--- config.mk ---
export PLATFORM = sky130hd
export DESIGN_NAME = mem_bus_arbiter
export DESIGN_NICKNAME = d
export VERILOG_FILES = /design/src/rtl/mem_bus_arbiter.sv
export SDC_FILE = /design/constraint.sdc
export NUM_CORES = 1
export LEC_CHECK = 0
export CORE_UTILIZATION = 37
export DETAILED_ROUTE_END_ITERATION = 10
export PLACE_DENSITY_LB_ADDON = 0.3
export SLEW_MARGIN = 20
export SYNTH_ARGS = -nofsm -noshare
export SYNTH_HDL_FRONTEND = slang
export SYNTH_SLANG_ARGS = --single-unit
--- constraint.sdc ---
create_clock -name ph1 -period 2.4 [get_ports ph1]
set_clock_uncertainty 0.2 [all_clocks]
set_input_delay 0.48 -clock ph1 [delete_from_list [all_inputs] [get_ports ph1]]
set_output_delay 0.48 -clock ph1 [all_outputs]
set_load 0.03 [all_outputs]
--- src/rtl/mem_bus_arbiter.sv ---
// mem_bus_arbiter: one-winner-per-cycle arbiter between the 6502 core and a
// DMA/test-loader port in front of the single-port system memory.
// Bounds DMA starvation (MAX_WAIT) and DMA burst length (MAX_BURST), and drops
// writes at or above ROM_BASE.
// Optional grant/stall statistics are enabled with the macro MEM_ARB_STATS_EN.
module mem_bus_arbiter #(
    parameter int unsigned ADDR_W    = 16,
    parameter int unsigned DATA_W    = 8,
    parameter logic [ADDR_W-1:0] ROM_BASE = 16'hF000,
    parameter int unsigned MAX_WAIT  = 4,
    parameter int unsigned MAX_BURST = 8
) (
    input  logic              ph1,
    input  logic              reset,
    input  logic              cpu_req,
    input  logic              cpu_we,
    input  logic [ADDR_W-1:0] cpu_addr,
    input  logic [DATA_W-1:0] cpu_wdata,
    output logic              cpu_gnt,
    output logic              cpu_rvalid,
    output logic [DATA_W-1:0] cpu_rdata,
    input  logic              dma_req,
    input  logic              dma_we,
    input  logic [ADDR_W-1:0] dma_addr,
    input  logic [DATA_W-1:0] dma_wdata,
    input  logic              dma_lock,
    output logic              dma_gnt,
    output logic              dma_rvalid,
    output logic [DATA_W-1:0] dma_rdata,
    output logic [ADDR_W-1:0] mem_addr,
    output logic              mem_we,
    output logic [DATA_W-1:0] mem_wdata,
    input  logic [DATA_W-1:0] mem_rdata,
    output logic              wp_err,
    output logic [15:0]       stat_cpu,
    output logic [15:0]       stat_dma,
    output logic [15:0]       stat_stall
);

    localparam int unsigned WAIT_W  = 4;
    localparam int unsigned BURST_W = 8;
    localparam int unsigned STAT_W  = 16;

    typedef enum logic {FREE, LOCK} state_t;

    state_t               state_q, state_d;
    logic [WAIT_W-1:0]    starve_q, starve_d;
    logic [BURST_W-1:0]   burst_q, burst_d;
    logic                 cpu_win, dma_win, any_win;
    logic                 win_we;
    logic [ADDR_W-1:0]    win_addr;
    logic [DATA_W-1:0]    win_wdata;
    logic                 win_rom;
    logic [ADDR_W-1:0]    addr_hold_q;
    logic [DATA_W-1:0]    wdata_hold_q;

    // State, starvation and burst registers
    always_ff @(posedge ph1) begin
        if (reset) begin
            state_q  <= FREE;
            starve_q <= '0;
            burst_q  <= '0;
        end else begin
            state_q  <= state_d;
            starve_q <= starve_d;
            burst_q  <= burst_d;
        end
    end

    // Winner selection, next state, starvation/burst bookkeeping; grants gated by reset
    always_comb begin
        state_d  = state_q;
        starve_d = starve_q;
        burst_d  = burst_q;
        cpu_win  = 1'b0;
        dma_win  = 1'b0;
        if (!reset) begin
            case (state_q)
                FREE: begin
                    if (dma_req && (!cpu_req || starve_q == WAIT_W'(MAX_WAIT))) begin
                        dma_win = 1'b1;
                    end else if (cpu_req) begin
                        cpu_win = 1'b1;
                    end
                    if (dma_win && dma_lock && (MAX_BURST > 1)) begin
                        state_d = LOCK;
                        burst_d = BURST_W'(1);
                    end
                end
                LOCK: begin
                    dma_win = dma_req;
                    if (!dma_req || !dma_lock) begin
                        state_d = FREE;
                        burst_d = '0;
                    end else begin
                        burst_d = burst_q + BURST_W'(1);
                        if (burst_d == BURST_W'(MAX_BURST)) begin
                            state_d = FREE;
                            burst_d = '0;
                        end
                    end
                end
                default: state_d = FREE;
            endcase
            if (!dma_req || dma_win) begin
                starve_d = '0;
            end else if (cpu_win && starve_q != WAIT_W'(MAX_WAIT)) begin
                starve_d = starve_q + WAIT_W'(1);
            end
        end
    end

    assign cpu_gnt   = cpu_win;
    assign dma_gnt   = dma_win;
    assign any_win   = cpu_win | dma_win;
    assign win_we    = dma_win ? dma_we    : cpu_we;
    assign win_addr  = dma_win ? dma_addr  : cpu_addr;
    assign win_wdata = dma_win ? dma_wdata : cpu_wdata;
    assign win_rom   = (win_addr >= ROM_BASE);

    // Memory port follows the winner; idle cycles replay the last address/data with no write
    assign mem_addr  = any_win ? win_addr  : addr_hold_q;
    assign mem_wdata = any_win ? win_wdata : wdata_hold_q;
    assign mem_we    = any_win & win_we & ~win_rom;
    assign cpu_rdata = mem_rdata;
    assign dma_rdata = mem_rdata;

    // Held bus value, read-valid and write-protect pulses
    always_ff @(posedge ph1) begin
        if (reset) begin
            addr_hold_q  <= '0;
            wdata_hold_q <= '0;
            cpu_rvalid   <= 1'b0;
            dma_rvalid   <= 1'b0;
            wp_err       <= 1'b0;
        end else begin
            addr_hold_q  <= mem_addr;
            wdata_hold_q <= mem_wdata;
            cpu_rvalid   <= cpu_win & ~cpu_we;
            dma_rvalid   <= dma_win & ~dma_we;
            wp_err       <= any_win & win_we & win_rom;
        end
    end

`ifdef MEM_ARB_STATS_EN
    logic [STAT_W-1:0] stat_cpu_q, stat_dma_q, stat_stall_q;
    logic              stall;

    assign stall = (cpu_req & ~cpu_win) | (dma_req & ~dma_win);

    // Saturating grant and stall counters
    always_ff @(posedge ph1) begin
        if (reset) begin
            stat_cpu_q   <= '0;
            stat_dma_q   <= '0;
            stat_stall_q <= '0;
        end else begin
            if (cpu_win && stat_cpu_q != '1)   stat_cpu_q   <= stat_cpu_q + STAT_W'(1);
            if (dma_win && stat_dma_q != '1)   stat_dma_q   <= stat_dma_q + STAT_W'(1);
            if (stall && stat_stall_q != '1)   stat_stall_q <= stat_stall_q + STAT_W'(1);
        end
    end

    assign stat_cpu   = stat_cpu_q;
    assign stat_dma   = stat_dma_q;
    assign stat_stall = stat_stall_q;
`else
    assign stat_cpu   = '0;
    assign stat_dma   = '0;
    assign stat_stall = '0;
`endif

endmodule

==> flow_metrics.tcl, run 1 <==
set metrics [dict create \
    status "finished, violations left" \
    violations "negative setup slack" \
    setup_ws_ns -0.2676 \
    drc 0 \
    std_cell_rows 29 \
    initial_utilization_pct 38.62 \
    seq_power_share_pct 33.9 \
    cap_violations 0 \
    period_share_pct 111.2 \
    grt_max_degree 36 \
    synth-seq-cells 40 \
    p_total_mw 2.099 \
    r2r_slack_ns 0.27 \
    ys_seq_area_share_pct 32.47 \
    first_pass_iters 4 \
    final_max_slew_viol_count 0 \
    vias_per_cell 4.750 \
    dieWidth_um 83.64 \
    drive_gt1_share_pct 38.48 \
    ant_nets 0 \
    grt_pass1_vias 2396 \
    numPortBuffers 84 \
    finalSetupViolCount 26 \
    worstSetupPathType "input port to output pin" \
    cts_made_buffers 5 \
    peakVddDrop_v 0.0003149 \
    design.die.area_sq_um 6996 \
    p_int_mw 1.406 \
    setup.worst_path.start "cpu_req" \
    cts_sinks 40 \
    arrival_ns 1.99 \
    insertion_delay_ns 0.29 \
    rr_endpoint "addr_hold_q[6]" \
    dp_hpwl_mm 4.173 \
    finalSetupTns_ns -5.586 \
    r2r-start "starve_q[1]" \
    synth-edff-count 0 \
    synth-async-reset-ratio_pct 0 \
    ctsLongestPathBuffers 2 \
    htree_levels 2 \
    hp-class "flip-flop to flip-flop" \
    cts_root_buffer "clkbuf_8" \
    grt_pass1_wl_mm 11.50 \
    vias 2427 \
    period_needed_ns 2.668 \
    antenna_found_initial 0 \
    p_leak_nw 1.774 \
    synth_area_sq_um 2466 \
    synth_cell_types 35 \
    crit_path_end_kind "output pin" \
    gp_congestion 0.7945 \
    ioPinCount 157 \
    crit_end "mem_addr[11]" \
    first_iter_violations 118 \
    fmax_mhz 374.9 \
    postLayoutCoreUtil_pct 67.03 \
    yosysWarnings 0 \
    hold_violations 0 \
    totalWireLength_mm 7.197 \
    path_max_fanout 6 \
    p_sw_mw 0.6927 \
    pwr-share-comb_pct 40.1 \
    antenna-diode-count 0 \
    ys.flop_type "dfxtp_1" \
    die_y_um 83.64 \
    required_ns 1.72 \
    layout.nets 499 \
    cts_tree "built" \
    grt_setup_unrepaired "true" \
    clk_pin_slew_ns 0.07 \
    grt_usage_pct 20.72 \
    syn_avg_cell_area_sq_um 8.276 \
    whs_ns 0.3001 \
    grt-ovfl-total 0 \
    ff2ff_path_depth 11 \
    swShare_pct 33.01 \
    area_delta_synth_final_pct 73.57 \
    critPathLaunchType "input port" \
    coreArea_sq_um 6386 \
    cts_hold_buf 0 \
    syn_inst 298 \
    cellPowerDensity_nw_per_um2 490.3 \
    clkPwrFrac_pct 26.0 \
    routedWlPerCell_um 14.08 \
]
power groups by stage:
stage	combinational (mW)	sequential, mW	clock [mW]
2_1_floorplan	0.486	0.726	0
3_3_place_gp	0.625	0.724	0
3_5_place_dp	0.630	0.725	0
4_1_cts	0.815	0.710	0.558
5_1_grt	0.887	0.715	0.591
6_report	0.842	0.711	0.546
worst max-delay path: stages:
cell and delay, ns:
dlygate4sd2_1 0.24, nor2b_4 0.14, buf_6 0.12, nor2_4 0.09, nor2_4 0.06, buf_8 0.15, buf_12 0.13, bufbuf_16 0.26
a21oi_2 0.16, buf_6 0.15
final cells by class:
| class | count | area [sq um] |
|---|---|---|
| clock inverters | 2 | 35.03 |
| clock buffers | 6 | 72.57 |
| multi-input cells | 220 | 1612 |
| flip-flops and latches | 40 | 803.3 |
| inverters | 7 | 26.28 |
| repair buffers | 159 | 1635 |
| well taps | 77 | 96.34 |
| fillers | 491 | 2106 |
through the flow:
stage | instances | instance area [sq um] | setup slack [ns]
final | 511 | 4280 | -0.2676
after global routing | 511 | 4280 | -0.3458
after CTS | 506 | 4234 | -0.3608
after detailed placement | 468 | 3344 | -0.7111
after global placement | 468 | 3344 | -0.6896
after floorplan | 345 | 2715 | -0.02704
cells in the mapped netlist, types with 3 or more instances:
| library cell | instances | area share (%) |
|---|---|---|
| nor3_1 | 6 | 1.2 |
| ha_1 | 3 | 1.5 |
| nand4_1 | 3 | 0.76 |
| clkbuf_1 | 7 | 1.1 |
| a211oi_1 | 24 | 7.3 |
| nor2b_1 | 3 | 0.76 |
| dfxtp_1 | 40 | 32 |
| mux2i_1 | 25 | 10 |
| nand3_1 | 6 | 1.2 |
| inv_1 | 7 | 1.1 |
| o21ai_0 | 5 | 1.0 |
| buf_2 | 3 | 0.61 |
| nor2_1 | 41 | 6.2 |
| a21oi_1 | 30 | 6.1 |
| nand2_1 | 7 | 1.1 |
| buf_4 | 66 | 20 |
cells in the final DEF, fill, tap and decap left out, types with 3 or more instances in the layout:
cell type        synthesis  routed
a211oi_1                24      23
a21oi_1                 30      11
a21oi_2                  0      19
buf_12                   1       9
buf_16                   0       3
buf_4                   66      64
buf_6                    1      22
buf_8                    0       3
clkbuf_8                 0       5
clkdlybuf4s50_1          0      54
conb_1                   1      48
dfxtp_1                 40      38
dlygate4sd2_1            0       3
inv_1                    7       5
mux2i_2                  0       6
mux2i_4                  0      17
nand2_1                  7       6
nand3_1                  6       6
nand4_1                  3       3
nor2_1                  41      38
nor3_1                   6       6
o21ai_0                  5       5
per-layer routing:
layer  global-route usage [%]  vias up  wire length [um]
met3                    5.242       12               453
met1                    21.69     1127              2790
met2                    40.28       93              3854
met4                    5.855        0                97
met5                        0        -                 0
li1                         -     1195                 -
timing repair:
| action | in CTS | in global routing |
|---|---|---|
| hold endpoints to repair | 0 | 0 |
| pin swaps | 18 | 10 |
| setup buffers | 24 | 10 |
| cloned | 7 | 0 |
| setup endpoints to repair | 27 | 27 |
| resized for setup | 89 | 21 |
flip-flops by register name, indices dropped and copies added, names as in the netlist:
name / flops
burst_q: 8
wp_err: 1
dma_rvalid: 1
state_q: 1
addr_hold_q: 16
cpu_rvalid: 1
starve_q: 4
wdata_hold_q: 8
kinds of logic (layout without fill, tap and decap cells):
kind of cell / count (synthesis) / after routing / synth area share, %
AOI/OAI and AO/OA: 67 / 67 / 17.00
xor gates and xnor gates: 2 / 2 / 0.7104
adders and majority gates: 3 / 3 / 1.522
buffers and inverters: 85 / 174 / 24.10
DFF: 40 / 40 / 32.47
muxes: 26 / 26 / 10.60
other: 1 / 48 / 0.1521
and+or+nand+nor: 74 / 74 / 13.45
worst min path at each step:
stage,start,to,slack (ns),cells after the start
floorplan,starve_q[0],starve_q[0],0.23,1
global placement,burst_q[7],burst_q[7],0.27,2
detailed placement,burst_q[0],burst_q[0],0.28,1
CTS,burst_q[0],burst_q[0],0.30,1
global route,burst_q[7],burst_q[7],0.33,2
finish,burst_q[7],burst_q[7],0.30,2
Power figures use the tool's default switching activity.
==> inputs of run 2 (changes only) <==
- PLACE_DENSITY: unset -> 0.81
- PLACE_DENSITY_LB_ADDON: 0.3 -> unset
- SKIP_LAST_GASP: unset -> 1
==> run 2 against run 1 <==
  * Clock-buffer cell count did not move
  * Sequential power is essentially flat
  * Utilization decreased by 1.1 points
  * The flow still finishes with violations (negative setup slack)
  * Maximum frequency fell by 2.2%
  * Largest power group unchanged
==> flow_metrics.tcl, run 2 (synthesis gave the netlist of run 1 again) <==
set metrics [dict create \
    fin_cells 511 \
    std_cell_rows 29 \
    cellPowerDensity_nw_per_um2 473.5 \
    largest_register_ffs 16 \
    p_leak_nw 1.734 \
    first_pass_iters 4 \
    ctsLongestPathBuffers 2 \
    totalWireLength_mm 6.845 \
    coreArea_sq_um 6386 \
    numPortBuffers 84 \
    finalSetupViolCount 27 \
    cts_root_buffer "clkbuf_8" \
    grt_pass1_wl_mm 10.92 \
    vias_per_cell 4.798 \
    drc 0 \
    path_max_fanout 5 \
    layout_common_cells "buf_4, clkdlybuf4s50_1, conb_1" \
    grt_setup_unrepaired "true" \
    hp-class "flip-flop to flip-flop" \
    critPathLaunchType "flip-flop" \
    grt_max_degree 36 \
    period_needed_ns 2.728 \
    fillers 499 \
    dp_hpwl_mm 4.359 \
    die_y_um 83.64 \
    setup_ws_ns -0.3279 \
    final_max_slew_viol_count 0 \
    clk_pin_slew_ns 0.08 \
    grt_pass1_vias 2353 \
    htree_levels 2 \
    ant_nets 0 \
    drive_gt1_share_pct 39.40 \
    grt_usage_pct 19.45 \
    vias 2452 \
    antenna-diode-count 0 \
    layout.nets 499 \
    largestRegisters "addr_hold_q x16, burst_q x8, wdata_hold_q x8" \
    cts_tree "built" \
    crit_path_end_kind "output pin" \
    dp_slack_ns -0.7679 \
    peakVddDrop_v 0.0003056 \
    period_share_pct 113.7 \
    crit_slowest_cell "dfxtp_2" \
    fmax_mhz 366.6 \
    worstSetupPathType "flip-flop to output pin" \
    area_delta_synth_final_pct 70.83 \
    dp_cells 474 \
    gp_congestion 0.7828 \
    ioPinCount 157 \
    required_ns 1.72 \
    design.die.area_sq_um 6996 \
    dieWidth_um 83.64 \
    max_stage_delay_ns 0.34 \
    cts_sinks 40 \
    routedWlPerCell_um 13.40 \
    finalSetupTns_ns -6.312 \
    cts_made_buffers 5 \
    cap_violations 0 \
    final_common_cell "buf_4" \
    top_register "addr_hold_q" \
    status "finished, violations left" \
    antenna_found_initial 0 \
    first_iter_violations 73 \
    insertion_delay_ns 0.29 \
    arrival_ns 2.05 \
    hold_violations 0 \
    grt-ovfl-total 0 \
    cts_hold_buf 0 \
    initial_utilization_pct 38.62 \
    violations "negative setup slack" \
    crit_chain "inv_2 > ha_4 > nand3b_1 > a21boi_4 > buf_6 > buf_12 > buf_12 > mux2i_4 > a21oi_2 > buf_6" \
]
[run 2: changes by cell type in the layout (fill, tap and decap cells not counted), moves of 2 or more]
cell / before / now
buf_4: 64 / 70
mux2i_4: 17 / 22
mux2i_2: 6 / 2
buf_16: 3 / 0
a21oi_1: 11 / 9
a21oi_2: 19 / 21
buf_12: 9 / 7
[run 2: stage by stage]
stage	hold slack, ns	area [sq um]	util (%)	total power [mW]
floorplan	0.2297	2715	-	1.212
global placement	0.2751	3382	52.96	1.354
detailed placement	0.2897	3382	52.96	1.366
CTS	0.3102	4071	63.75	1.963
global route	0.3622	4213	65.97	2.089
finish	0.3132	4213	65.97	1.995
[run 2: per-layer routing]
layer / share of wire, % / global-route usage, % / vias up
met3: 5.2 / 2.868 / 14
met4: 1.3 / 9.091 / 0
li1: - / - / 1195
met5: 0 / 0 / -
met2: 56 / 36.59 / 101
met1: 38 / 21.21 / 1142
[run 2: final cells by class]
cell class | count | area (sq um) | share of cell area, %
inverter | 7 | 26.28 | 0.6237
clock inverter | 2 | 10.01 | 0.2376
clock buffer | 6 | 82.58 | 1.960
timing repair buffer | 159 | 1521 | 36.12
multi-input combinational | 220 | 1673 | 39.71
sequential | 40 | 803.3 | 19.07
tap | 77 | 96.34 | 2.287
[run 2: path summary, 6_finish.rpt]
path	slack, ns	cells after the start	end	start
min	0.31	2	burst_q[7]	burst_q[7]
min reg2reg	0.31	2	burst_q[7]	burst_q[7]
max reg2reg	0.29	11	addr_hold_q[14]	starve_q[0]
max	-0.33	10	mem_addr[15]	starve_q[0]
[run 2: timing repair]
| action | 4_1_cts | 5_1_grt |
|---|---|---|
| setup buffers | 18 | 16 |
| resized for setup | 101 | 32 |
| endpoints found under the setup margin | 28 | 27 |
| pin swaps | 15 | 10 |
| cloned | 3 | 0 |
[run 2: worst max-delay path: cells and delay by family (launching register included)]
kind / cells / cell delay [ns]
muxes: 1 / 0.26
buffers and inverters: 5 / 0.59
adders and majority gates: 1 / 0.11
AOI/OAI and AO/OA: 2 / 0.31
DFF: 1 / 0.34
and+or+nand+nor: 1 / 0.13
[run 2: report_power, final]
part / total (mW) / switching (mW) / internal [mW]
combinational: 0.821 / 0.443 / 0.379
sequential: 0.710 / 0.0111 / 0.699
clock: 0.463 / 0.234 / 0.230
total: 1.99 / 0.687 / 1.31
